<file path="src/rtl/mix_columns_iter_pkg.sv">
// Shared AES helpers for the iterative MixColumns engine: GF(2^8) constant
// multipliers, FSM state type and column slicing constants.
package aes_pkg;

   localparam logic [7:0] AES_POLY  = 8'h1B;
   localparam int         NUM_COLS  = 4;
   localparam int         COL_W     = 32;
   localparam int         BYTE_W    = 8;
   localparam int         STATE_W   = NUM_COLS * COL_W;

   typedef enum logic [1:0] {
      IDLE,
      RUN,
      DONE
   } mc_state_t;

   // MSB index of column c inside a 128-bit state; column 0 is the top word.
   function automatic int col_msb(input int c);
      return STATE_W - 1 - COL_W * c;
   endfunction

   function automatic logic [7:0] xtime(input logic [7:0] x);
      return {x[6:0], 1'b0} ^ (x[7] ? AES_POLY : 8'h00);
   endfunction

   // Only the coefficients used by (Inv)MixColumns are supported.
   function automatic logic [7:0] gf_mul_const(input logic [7:0] a, input logic [7:0] k);
      logic [7:0] x2, x4, x8;
      x2 = xtime(a);
      x4 = xtime(x2);
      x8 = xtime(x4);
      case (k)
         8'h01:   return a;
         8'h02:   return x2;
         8'h03:   return x2 ^ a;
         8'h09:   return x8 ^ a;
         8'h0b:   return x8 ^ x2 ^ a;
         8'h0d:   return x8 ^ x4 ^ a;
         8'h0e:   return x8 ^ x4 ^ x2;
         default: return 8'h00;
      endcase
   endfunction

endpackage

</file>
<file path="src/rtl/mix_columns_iter_word.sv">
// Combinational mixer for one 32-bit column, forward or inverse.
module mix_column_word
   import aes_pkg::*;
(
   input  logic [COL_W-1:0] col_in,
   input  logic             decrypt,
   output logic [COL_W-1:0] col_out
);

   logic [7:0] a    [NUM_COLS];
   logic [7:0] coef [NUM_COLS];

   // Each row uses the same circulant coefficient row, rotated by its index.
   always_comb begin
      col_out = '0;
      for (int r = 0; r < NUM_COLS; r++) begin
         a[r] = col_in[COL_W-1-BYTE_W*r -: BYTE_W];
      end
      if (decrypt) begin
         coef[0] = 8'h0e;
         coef[1] = 8'h0b;
         coef[2] = 8'h0d;
         coef[3] = 8'h09;
      end else begin
         coef[0] = 8'h02;
         coef[1] = 8'h03;
         coef[2] = 8'h01;
         coef[3] = 8'h01;
      end
      for (int r = 0; r < NUM_COLS; r++) begin
         for (int j = 0; j < NUM_COLS; j++) begin
            col_out[COL_W-1-BYTE_W*r -: BYTE_W] ^= gf_mul_const(a[(r + j) % NUM_COLS], coef[j]);
         end
      end
   end

endmodule

</file>
<file path="src/rtl/mix_columns_iter.sv">
// Iterative handshaked (Inv)MixColumns: mixes COLS_PER_CYCLE columns of the
// work register per RUN cycle and presents the result from a register.
module mix_columns_iter
   import aes_pkg::*;
#(
   parameter int COLS_PER_CYCLE = 1
) (
   input  logic               clk,
   input  logic               rst,
   input  logic               in_valid,
   output logic               in_ready,
   input  logic               in_decrypt,
   input  logic [STATE_W-1:0] IN_DATA,
   output logic               out_valid,
   input  logic               out_ready,
   output logic [STATE_W-1:0] MIXED_DATA,
   output logic               busy
);

   if (!(COLS_PER_CYCLE == 1 || COLS_PER_CYCLE == 2 || COLS_PER_CYCLE == 4)) begin : g_bad_param
      $error("mix_columns_iter: COLS_PER_CYCLE must be 1, 2 or 4");
   end

   localparam logic [1:0] COL_STEP = COLS_PER_CYCLE[1:0];
   localparam logic [1:0] LAST_COL = 2'(NUM_COLS - COLS_PER_CYCLE);

   mc_state_t          state_q, state_d;
   logic [1:0]         col_q, col_d;
   logic               mode_q, mode_d;
   logic [STATE_W-1:0] work_q, work_d;

   logic [COL_W-1:0]   mix_in  [COLS_PER_CYCLE];
   logic [COL_W-1:0]   mix_out [COLS_PER_CYCLE];

   for (genvar g = 0; g < COLS_PER_CYCLE; g++) begin : g_mix
      if (COLS_PER_CYCLE == NUM_COLS) begin : g_full
         assign mix_in[g] = work_q[col_msb(g) -: COL_W];
      end else begin : g_sel
         always_comb begin
            mix_in[g] = work_q[col_msb(int'(col_q) + g) -: COL_W];
         end
      end

      mix_column_word u_word (
         .col_in  (mix_in[g]),
         .decrypt (mode_q),
         .col_out (mix_out[g])
      );
   end

   always_ff @(posedge clk or posedge rst) begin
      if (rst) begin
         state_q <= IDLE;
         col_q   <= '0;
         mode_q  <= 1'b0;
         work_q  <= '0;
      end else begin
         state_q <= state_d;
         col_q   <= col_d;
         mode_q  <= mode_d;
         work_q  <= work_d;
      end
   end

   // DONE overlaps with the next accept so a ready consumer sees N+1 cadence.
   always_comb begin
      state_d  = state_q;
      col_d    = col_q;
      mode_d   = mode_q;
      work_d   = work_q;
      in_ready = (state_q == IDLE) || (state_q == DONE && out_ready);

      case (state_q)
         IDLE: begin
            if (in_valid) begin
               work_d  = IN_DATA;
               mode_d  = in_decrypt;
               col_d   = '0;
               state_d = RUN;
            end
         end
         RUN: begin
            for (int g = 0; g < COLS_PER_CYCLE; g++) begin
               work_d[col_msb(int'(col_q) + g) -: COL_W] = mix_out[g];
            end
            if (col_q == LAST_COL) begin
               col_d   = '0;
               state_d = DONE;
            end else begin
               col_d = col_q + COL_STEP;
            end
         end
         DONE: begin
            if (out_ready) begin
               if (in_valid) begin
                  work_d  = IN_DATA;
                  mode_d  = in_decrypt;
                  col_d   = '0;
                  state_d = RUN;
               end else begin
                  state_d = IDLE;
               end
            end
         end
         default: state_d = IDLE;
      endcase
   end

   assign out_valid  = (state_q == DONE);
   assign MIXED_DATA = work_q;
   assign busy       = (state_q != IDLE);

endmodule

</file>
<file path="config.mk">
export PLATFORM = sky130hd
export DESIGN_NAME = mix_columns_iter
export DESIGN_NICKNAME = d
export VERILOG_FILES = /design/src/rtl/mix_columns_iter_pkg.sv /design/src/rtl/mix_columns_iter_word.sv /design/src/rtl/mix_columns_iter.sv
export SDC_FILE = /design/constraint.sdc
export NUM_CORES = 1
export LEC_CHECK = 0
export CAP_MARGIN = 20
export CELL_PAD_IN_SITES_DETAIL_PLACEMENT = 1
export CELL_PAD_IN_SITES_GLOBAL_PLACEMENT = 1
export CORE_UTILIZATION = 40
export DETAILED_ROUTE_END_ITERATION = 6
export GPL_ROUTABILITY_DRIVEN = 1
export PLACE_DENSITY_LB_ADDON = 0.1
export SLEW_MARGIN = 5
export SYNTH_ARGS = -nofsm -noshare
export SYNTH_HDL_FRONTEND = slang
export SYNTH_SLANG_ARGS = --single-unit
</file>
<file path="constraint.sdc">
create_clock -name clk -period 12.55 [get_ports clk]
set_input_delay 2.51 -clock clk [delete_from_list [all_inputs] [get_ports clk]]
set_output_delay 2.51 -clock clk [all_outputs]
set_load 0.005 [all_outputs]
</file>
==> results.ini, run 1 <==
[sta]
fin_crit_ns = 6.18
skew_ns = 0.0117
setup_tns_ns = 0
slew_viol_final = 0
min_period_over_period_pct = 49.2
hold_viol_final = 0
worst_pin_slew_ns = 1.18
rsz0062_at_grt = no
fmax_ghz = 0.162
slew_headroom_pct = 21.5
setup_viol = 0

[routing]
ant_nets = 0
dr.pass1.iters = 5
vias = 8302
remaining_drc_errors = 0
drt_iter0_drc = 529
drt-vias-per-instance = 5.94
routedWlPerCell_um = 25.0
wirelength_mm = 35.0

[synth]
synthFlopType = dfrtp_1
ys_seq_area_share_pct = 36.5
async_reset_ff_share_pct = 100
yosysUniqueCellTypes = 53
syn_area_sq_um = 9110
synth_edf_count = 0
syn_nets = 1014
avgSynthCellArea_sq_um = 10.4
ys_warn_count = 0
synth_seq_cells = 133
synth_cells = 877

[clock_network]
htree_levels = 4
clk_path_buf_depth = 2
clk_pin_slew_worst_paths_ns = 0.06
cts-resized-gates = 0
post_cts_buffers = 0
clk-insertion-delay-late_ns = 0.43
cts_root_buf = clkbuf_16
cts_sinks = 133
cts_tree = yes
hold_buffers = 0
cts_buffers = 17

[worst_setup_path]
cp-start-kind = input port
crit_type = input port to output pin
cp_max_fo = 3
r2r-end = MIXED_DATA[19]
worstPathArrival_ns = 3.67
crit_path_start = out_ready
r2r_start = col_q[0]
reg2reg_slack_ns = 8.35
end_kind = output pin
critPathRequiredTime_ns = 10.04
reg2reg_depth = 8

[floorplan]
die_h_um = 153
initial_utilization_pct = 41.2
rows = 54
die_area_sq_um = 23400
ios = 264
core_sq_um = 22100
die_w_um = 153

[global_routing]
grt_use_total_pct = 30.7
grt_max_degree = 99
grt-ovfl-total = 0
grt_pass1_wl_mm = 53.8
antenna_found_initial = 1
first_global_vias = 8833

[min_path]
min_to = MIXED_DATA[47]
min_path_cells = 2
worstHoldPathType = register to register
holdCritStartpoint = MIXED_DATA[47]

[final_layout]
multiInputGateArea_sq_um = 5460
stdcell_count = 1397
final_cell_mix = 263 x clkdlybuf4s50_1, 131 x dfrtp_1, 128 x nor2_1, 94 x a21oi_1, 92 x xnor2_1
area_growth_pct = 38.6
n_fill_cell = 2409
seqCellArea_sq_um = 3330
n_antenna_cell = 0
drive_gt1_share_pct = 11.3
nNetsFinal = 1241
mostFrequentLayoutCell = clkdlybuf4s50_1

[placement]
place.gp.congestion = 0.841
portBuffers = 263
dp.cells = 1363
hpwl_mm = 24.3

[run]
drv_cap = 0

[outcome]
status = completed

==> critical path, stage by stage <==
cell and delay [ns]:
clkdlybuf4s50_1 0.49, nor2b_1 0.07, nor2_1 0.09, clkdlybuf4s50_1 0.51
==> cells in the mapped netlist, types with 5 or more instances <==
cell / n / area (sq um)
clkbuf_1: 52 / 195
and3_1: 41 / 257
o22ai_1: 32 / 200
xor2_1: 24 / 210
xnor3_1: 18 / 405
a32oi_1: 8 / 70.1
xnor2_1: 92 / 806
nand2_1: 21 / 78.8
a221o_1: 8 / 80.1
inv_1: 6 / 22.5
nor2_1: 128 / 480
xnor2_2: 22 / 358
mux4_2: 26 / 586
a21oi_1: 94 / 470
a221oi_1: 32 / 280
nand3_1: 5 / 25.0
buf_6: 9 / 101
mux4_1: 6 / 158
dfrtp_1: 133 / 3330
o21ai_0: 27 / 135
o21ai_1: 27 / 135
nor2b_1: 5 / 31.3
==> cell families after synthesis <==
family / count (synthesis) / synth area share, %
XOR/XNOR: 167 / 22.4
AO/OA/AOI/OAI: 243 / 16.7
flip-flops: 133 / 36.5
buffers and inverters: 76 / 4.22
multiplexers: 34 / 8.40
AND/OR/NAND/NOR: 220 / 11.3
adder cells (fa/ha/maj): 4 / 0.550
==> per-layer routing <==
layer	routed length [um]	GRT usage, %	up-vias
li1	-	-	3632
met1	14900	40.4	4248
met2	17000	51.0	369
met3	2460	6.44	51
met4	589	8.51	2
met5	9	0	-
==> sequential cells by signal (all words and copies together) (netlist names) <==
signal	flops
MIXED_DATA	128
col_q	2
state_q	2
mode_q	1
==> metrics by stage <==
step / setup WS, ns / util, % / cell area (sq um) / hold WS (ns)
5_1_grt: 6.30 / 57.1 / 12600 / 0.547
2_1_floorplan: 6.49 / - / 9110 / 0.490
3_3_place_gp: 6.39 / 53.8 / 11900 / 0.496
6_report: 6.37 / 57.1 / 12600 / 0.520
3_5_place_dp: 6.37 / 54.0 / 11900 / 0.507
4_1_cts: 6.36 / 57.0 / 12600 / 0.520
==> final cells by class <==
type	instances	share of cell area (%)
clock inverter	14	1.77
tap	280	2.78
clock buffer	18	3.40
inverter	6	0.218
timing repair buffer	278	22.2
multi-input combinational	668	43.2
sequential	133	26.4
==> how the worst max path moves through the flow <==
stage / slack (ns) / end / cells past startpoint
2_1_floorplan: 6.49 / MIXED_DATA[0] / 1
4_1_cts: 6.36 / in_ready / 4
5_1_grt: 6.30 / in_ready / 4
6_report: 6.37 / in_ready / 4
3_5_place_dp: 6.37 / in_ready / 4
3_3_place_gp: 6.39 / in_ready / 4
Power of run 1 is not shown: default switching activity piles up to over one toggle a cycle in this logic, so the estimate is an artifact.
==> inputs of run 2 (changes only) <==
CORE_UTILIZATION = 37   (was 40)
clock period = 5.8 ns   (was 12.55 ns; I/O delays follow)
==> run 2 against run 1 <==
Largest cell class unchanged. Register-to-register slack got worse by 6.5 ns. Via count shrank 1.4%. Critical endpoint is now MIXED_DATA[42]. Utilization decreased by 4.9 points. Worst hold slack better by 0.0063 ns. Die area increased by 8.0%. Setup slack lost 4.5 ns. Critical path depth rose by 4. Cell count rose by 3.2%. Count of clock-buffer cells in the layout is 1 higher. Clock skew down 0.0022 ns. Cell area grew 0.40%. Non-clock buffer count is 1 higher.
==> results.ini, run 2 (synthesis gave the netlist of run 1 again) <==
[outcome]
status = completed  ; unchanged

[sta]
slew_headroom_pct = 23.8  ; was 21.5%
skew_ns = 0.00958  ; was 0.0117 ns
hold_viol_final = 0  ; unchanged
rsz0062_at_grt = no  ; unchanged
fin_crit_ns = 3.98
holdWs_ns = 0.526  ; was 0.520 ns
fmax_ghz = 0.252
worst_pin_slew_ns = 1.14  ; was 1.18 ns
slew_viol_final = 0  ; unchanged
setup_tns_ns = 0  ; unchanged
setup_viol = 0  ; unchanged
min_period_over_period_pct = 68.5

[floorplan]
ios = 264  ; unchanged
core_sq_um = 24200  ; was 22100 sq um
die_area_sq_um = 25200  ; was 23400 sq um
die_h_um = 159  ; was 153 um
die_w_um = 159  ; was 153 um
initial_utilization_pct = 37.6  ; was 41.2%
rows = 57  ; was 54

[routing]
remaining_drc_errors = 0  ; unchanged
drt-vias-per-instance = 5.68  ; was 5.94
ant_nets = 0  ; unchanged
dr.pass1.iters = 5  ; unchanged
vias = 8185  ; was 8302
drt_iter0_drc = 410  ; was 529
routedWlPerCell_um = 24.7  ; was 25.0 um
wirelength_mm = 35.6  ; was 35.0 mm

[clock_network]
hold_buffers = 0  ; unchanged
htree_levels = 4  ; unchanged
clk_pin_slew_worst_paths_ns = 0.07  ; was 0.06 ns
cts_buffers = 17  ; unchanged
clk-insertion-delay-late_ns = 0.43  ; about the same
cts_sinks = 133  ; unchanged
cts_tree = yes  ; unchanged
clk_path_buf_depth = 2  ; unchanged
cts-resized-gates = 0  ; unchanged
cts_root_buf = clkbuf_16  ; unchanged
post_cts_buffers = 0  ; unchanged

[final_layout]
largest_reg_flops = 128  ; unchanged
final_cell_mix = 263 x clkdlybuf4s50_1, 131 x dfrtp_1, 128 x nor2_1, 94 x a21oi_1, 92 x xnor2_1  ; unchanged
nNetsFinal = 1242  ; was 1241
n_antenna_cell = 0  ; unchanged
area_growth_pct = 39.1  ; was 38.6%
drive_gt1_share_pct = 11.4  ; was 11.3%
mostFrequentLayoutCell = clkdlybuf4s50_1  ; unchanged

[global_routing]
grt_use_total_pct = 28.8  ; was 30.7%
antenna_found_initial = 0  ; was 1
grt_pass1_wl_mm = 55.0  ; was 53.8 mm
grt_max_degree = 108  ; was 99
grt-ovfl-total = 0  ; unchanged
first_global_vias = 8819  ; was 8833

[worst_setup_path]
cp_max_fo = 21  ; was 3
reg2reg_slack_ns = 1.82  ; was 8.35 ns
end_kind = register  ; was output pin
r2r_start = col_q[0]  ; unchanged
cp-start-kind = register  ; was input port
critPathRequiredTime_ns = 6.15  ; was 10.04 ns
reg2reg_depth = 8  ; unchanged
crit_type = register to register  ; was input port to output pin
worstPathArrival_ns = 4.33  ; was 3.67 ns
r2r-end = MIXED_DATA[42]  ; was MIXED_DATA[19]

[placement]
portBuffers = 263  ; unchanged
hpwl_mm = 25.0  ; was 24.3 mm
place.gp.congestion = 0.845  ; was 0.841

[run]
drv_cap = 0  ; unchanged

[min_path]
worstHoldPathType = register to register  ; unchanged
min_to = MIXED_DATA[1]  ; was MIXED_DATA[47]
min_path_cells = 2  ; unchanged
holdCritStartpoint = MIXED_DATA[1]  ; was MIXED_DATA[47]

run 2: per-layer routing:
layer | up-vias | track usage, % | wire length (um)
met5 | - | 0 | 0
met4 | 0 | 8.17 | 537
met3 | 34 | 4.65 | 2180
met2 | 317 | 46.1 | 17100
met1 | 4202 | 40.2 | 15800
li1 | 3632 | - | -
run 2: final cells by class:
cell class                      count  area (sq um)
Clock inverter                     13           194
Sequential cell                   133          3330
Tap cell                          324           405
Fill cell                        2650         11600
Inverter                            6          27.5
Multi-Input combinational cell    668          5460
Timing Repair Buffer              279          2800
Clock buffer                       19           453
run 2: worst max-delay path by stage:
stage / startpoint / endpoint / slack [ns] / cells after the start
global placement: out_ready / MIXED_DATA[63] / 1.83 / 8
CTS: col_q[0] / MIXED_DATA[42] / 1.83 / 8
detailed placement: out_ready / MIXED_DATA[63] / 1.75 / 8
finish: col_q[0] / MIXED_DATA[42] / 1.82 / 8
global route: col_q[0] / MIXED_DATA[74] / 1.64 / 8
floorplan: rst / MIXED_DATA[0] / 1.09 / 1
run 2: through the flow:
step	util (%)	setup WS, ns	std cells	cell area, sq um
after global routing	52.2	1.64	1442	12700
final	52.2	1.82	1442	12700
after global placement	49.3	1.83	1407	12000
after detailed placement	49.5	1.75	1409	12000
after CTS	52.1	1.83	1441	12600
after floorplan	-	1.09	877	9110
run 2: critical path: stages (launching register included):
cell,delay [ns]
dfrtp_2,0.77
buf_4,0.45
mux4_2,0.69
xnor2_1,0.42
xnor2_1,0.33
xnor2_1,0.27
o21ai_0,0.58
a32oi_1,0.20
o21ai_1,0.18
Power of run 2 is left out for the same reason.
==> inputs of run 3 (changes only) <==
clock period = 4 ns   (was 5.8 ns; I/O delays follow)
==> run 3 against run 2 <==
Via count grew 2.7%. Register-to-register slack lost 1.6 ns. Highest routed layer unchanged. Cell area grew 0.97%. First-iteration DRC count grew 29%. Non-clock buffer count grew 23. Setup slack lost 1.6 ns.
==> results.ini, run 3 (synthesis gave the netlist of run 1 again) <==
[outcome]
status = completed  ; unchanged

[sta]
worst_pin_slew_ns = 1.10  ; was 1.14 ns
slew_headroom_pct = 26.5  ; was 23.8%
hold_viol_final = 0  ; unchanged
fin_crit_ns = 3.76  ; was 3.98 ns
skew_ns = 0.0140  ; was 0.00958 ns
min_period_over_period_pct = 94.1  ; was 68.5%
setup_viol = 0  ; unchanged
fmax_ghz = 0.266  ; was 0.252 GHz
holdWs_ns = 0.537  ; was 0.526 ns
rsz0062_at_grt = no  ; unchanged
setup_ws_ns = 0.238  ; was 1.82 ns
setup_tns_ns = 0  ; unchanged
slew_viol_final = 0  ; unchanged

[routing]
remaining_drc_errors = 0  ; unchanged
drt_iter0_drc = 527  ; was 410
drt-vias-per-instance = 5.74  ; was 5.68
ant_nets = 0  ; unchanged
dr.pass1.iters = 5  ; unchanged
wirelength_mm = 36.7  ; was 35.6 mm
routedWlPerCell_um = 25.1  ; was 24.7 um
vias = 8410  ; was 8185

[placement]
place_area_sq_um = 12200  ; was 12000 sq um
place.gp.congestion = 0.887  ; was 0.845
pre_cts_ws_ns = 0.308  ; was 1.75 ns
hpwl_mm = 26.8  ; was 25.0 mm
portBuffers = 263  ; unchanged

[clock_network]
clk_pin_slew_worst_paths_ns = 0.07  ; about the same
htree_levels = 4  ; unchanged
cts_sinks = 133  ; unchanged
hold_buffers = 0  ; unchanged
post_cts_buffers = 0  ; unchanged
clk_path_buf_depth = 2  ; unchanged
cts-resized-gates = 0  ; unchanged
cts_buffers = 17  ; unchanged
cts_tree = yes  ; unchanged
clk-insertion-delay-late_ns = 0.43  ; about the same
cts_root_buf = clkbuf_16  ; unchanged

[global_routing]
grt-ovfl-total = 0  ; unchanged
grt_pass1_wl_mm = 56.2  ; was 55.0 mm
first_global_vias = 8964  ; was 8819
antenna_found_initial = 0  ; unchanged
grt_use_total_pct = 29.5  ; was 28.8%
grt_max_degree = 67  ; was 108

[final_layout]
nNetsFinal = 1265  ; was 1242
n_antenna_cell = 0  ; unchanged
mostFrequentLayoutCell = clkdlybuf4s50_1  ; unchanged
design_area_sq_um = 12800  ; was 12700 sq um
drive_gt1_share_pct = 13.2  ; was 11.4%
area_growth_pct = 40.5  ; was 39.1%
largest_reg_flops = 128  ; unchanged
final_cell_mix = 263 x clkdlybuf4s50_1, 131 x dfrtp_1, 128 x nor2_1, 94 x a21oi_1, 92 x xnor2_1  ; unchanged

[floorplan]
core_sq_um = 24200  ; unchanged
rows = 57  ; unchanged
ios = 264  ; unchanged
initial_utilization_pct = 37.6  ; unchanged
die_w_um = 159  ; unchanged
die_area_sq_um = 25200  ; unchanged
die_h_um = 159  ; unchanged

[worst_setup_path]
crit_type = register to register  ; unchanged
end_kind = register  ; unchanged
cpMaxStageDelayCell = mux4_1  ; was dfrtp_2
path_cells = mux4_1 > xnor2_4 > xnor3_2 > xor3_1 > nand2_2 > xnor2_2 > o22ai_1  ; was buf_4 > mux4_2 > xnor2_1 > xnor2_1 > xnor2_1 > o21ai_0 > a32oi_1 > o21ai_1
critical-path-top-delay-family = XOR/XNOR gates  ; unchanged
critPathRequiredTime_ns = 4.30  ; was 6.15 ns
cp_max_fo = 13  ; was 21
worstPathArrival_ns = 4.06  ; was 4.33 ns
path_buf_inv = 0  ; was 1
cp-start-kind = register  ; unchanged
reg2reg_slack_ns = 0.24  ; was 1.82 ns
slowest_delay_ns = 0.89  ; was 0.77 ns

[run]
drv_cap = 0  ; unchanged

[min_path]
worstHoldPathType = register to register  ; unchanged

run 3: worst reg2reg max path, delay by kind of cell (launching register included):
family,cells,cell delay (ns)
flops,1,0.68
compound gates,1,0.18
xor+xnor,4,1.76
simple gates,1,0.12
mux,1,0.89
run 3: worst paths after layout:
path | depth (start not counted) | start | endpoint
worst max-delay path | 7 | col_q[0] | MIXED_DATA[4]
worst min-delay path | 2 | MIXED_DATA[77] | MIXED_DATA[77]
worst max register to register | 7 | col_q[0] | MIXED_DATA[4]
worst min register to register | 2 | MIXED_DATA[77] | MIXED_DATA[77]
max in group asynchronous | 4 | rst | MIXED_DATA[117]
min in group asynchronous | 2 | rst | MIXED_DATA[83]
run 3: cell type report:
class / instances / area, sq um
clock inverter: 13 / 123
clock buffer: 19 / 453
tap: 324 / 405
inverter: 6 / 26.3
fill: 2657 / 11500
sequential: 133 / 3330
multi-input combinational: 668 / 5460
timing repair buffer: 302 / 3000
run 3: per-layer routing:
| metal | up-vias | routed length [um] | part of all wire, % | global-route usage (%) |
|---|---|---|---|---|
| met4 | 0 | 691 | 1.9 | 9.35 |
| li1 | 3683 | - | - | - |
| met5 | - | 0 | 0 | 0 |
| met1 | 4305 | 16400 | 45 | 41.3 |
| met2 | 373 | 17400 | 47 | 46.7 |
| met3 | 49 | 2230 | 6.1 | 4.60 |
run 3: metrics by stage:
stage | cells | util (%)
floorplan | 877 | -
detailed placement | 1433 | 50.4
CTS | 1465 | 52.7
finish | 1465 | 52.7
global placement | 1432 | 50.3
global route | 1465 | 52.7
Power of run 3 is left out for the same reason.
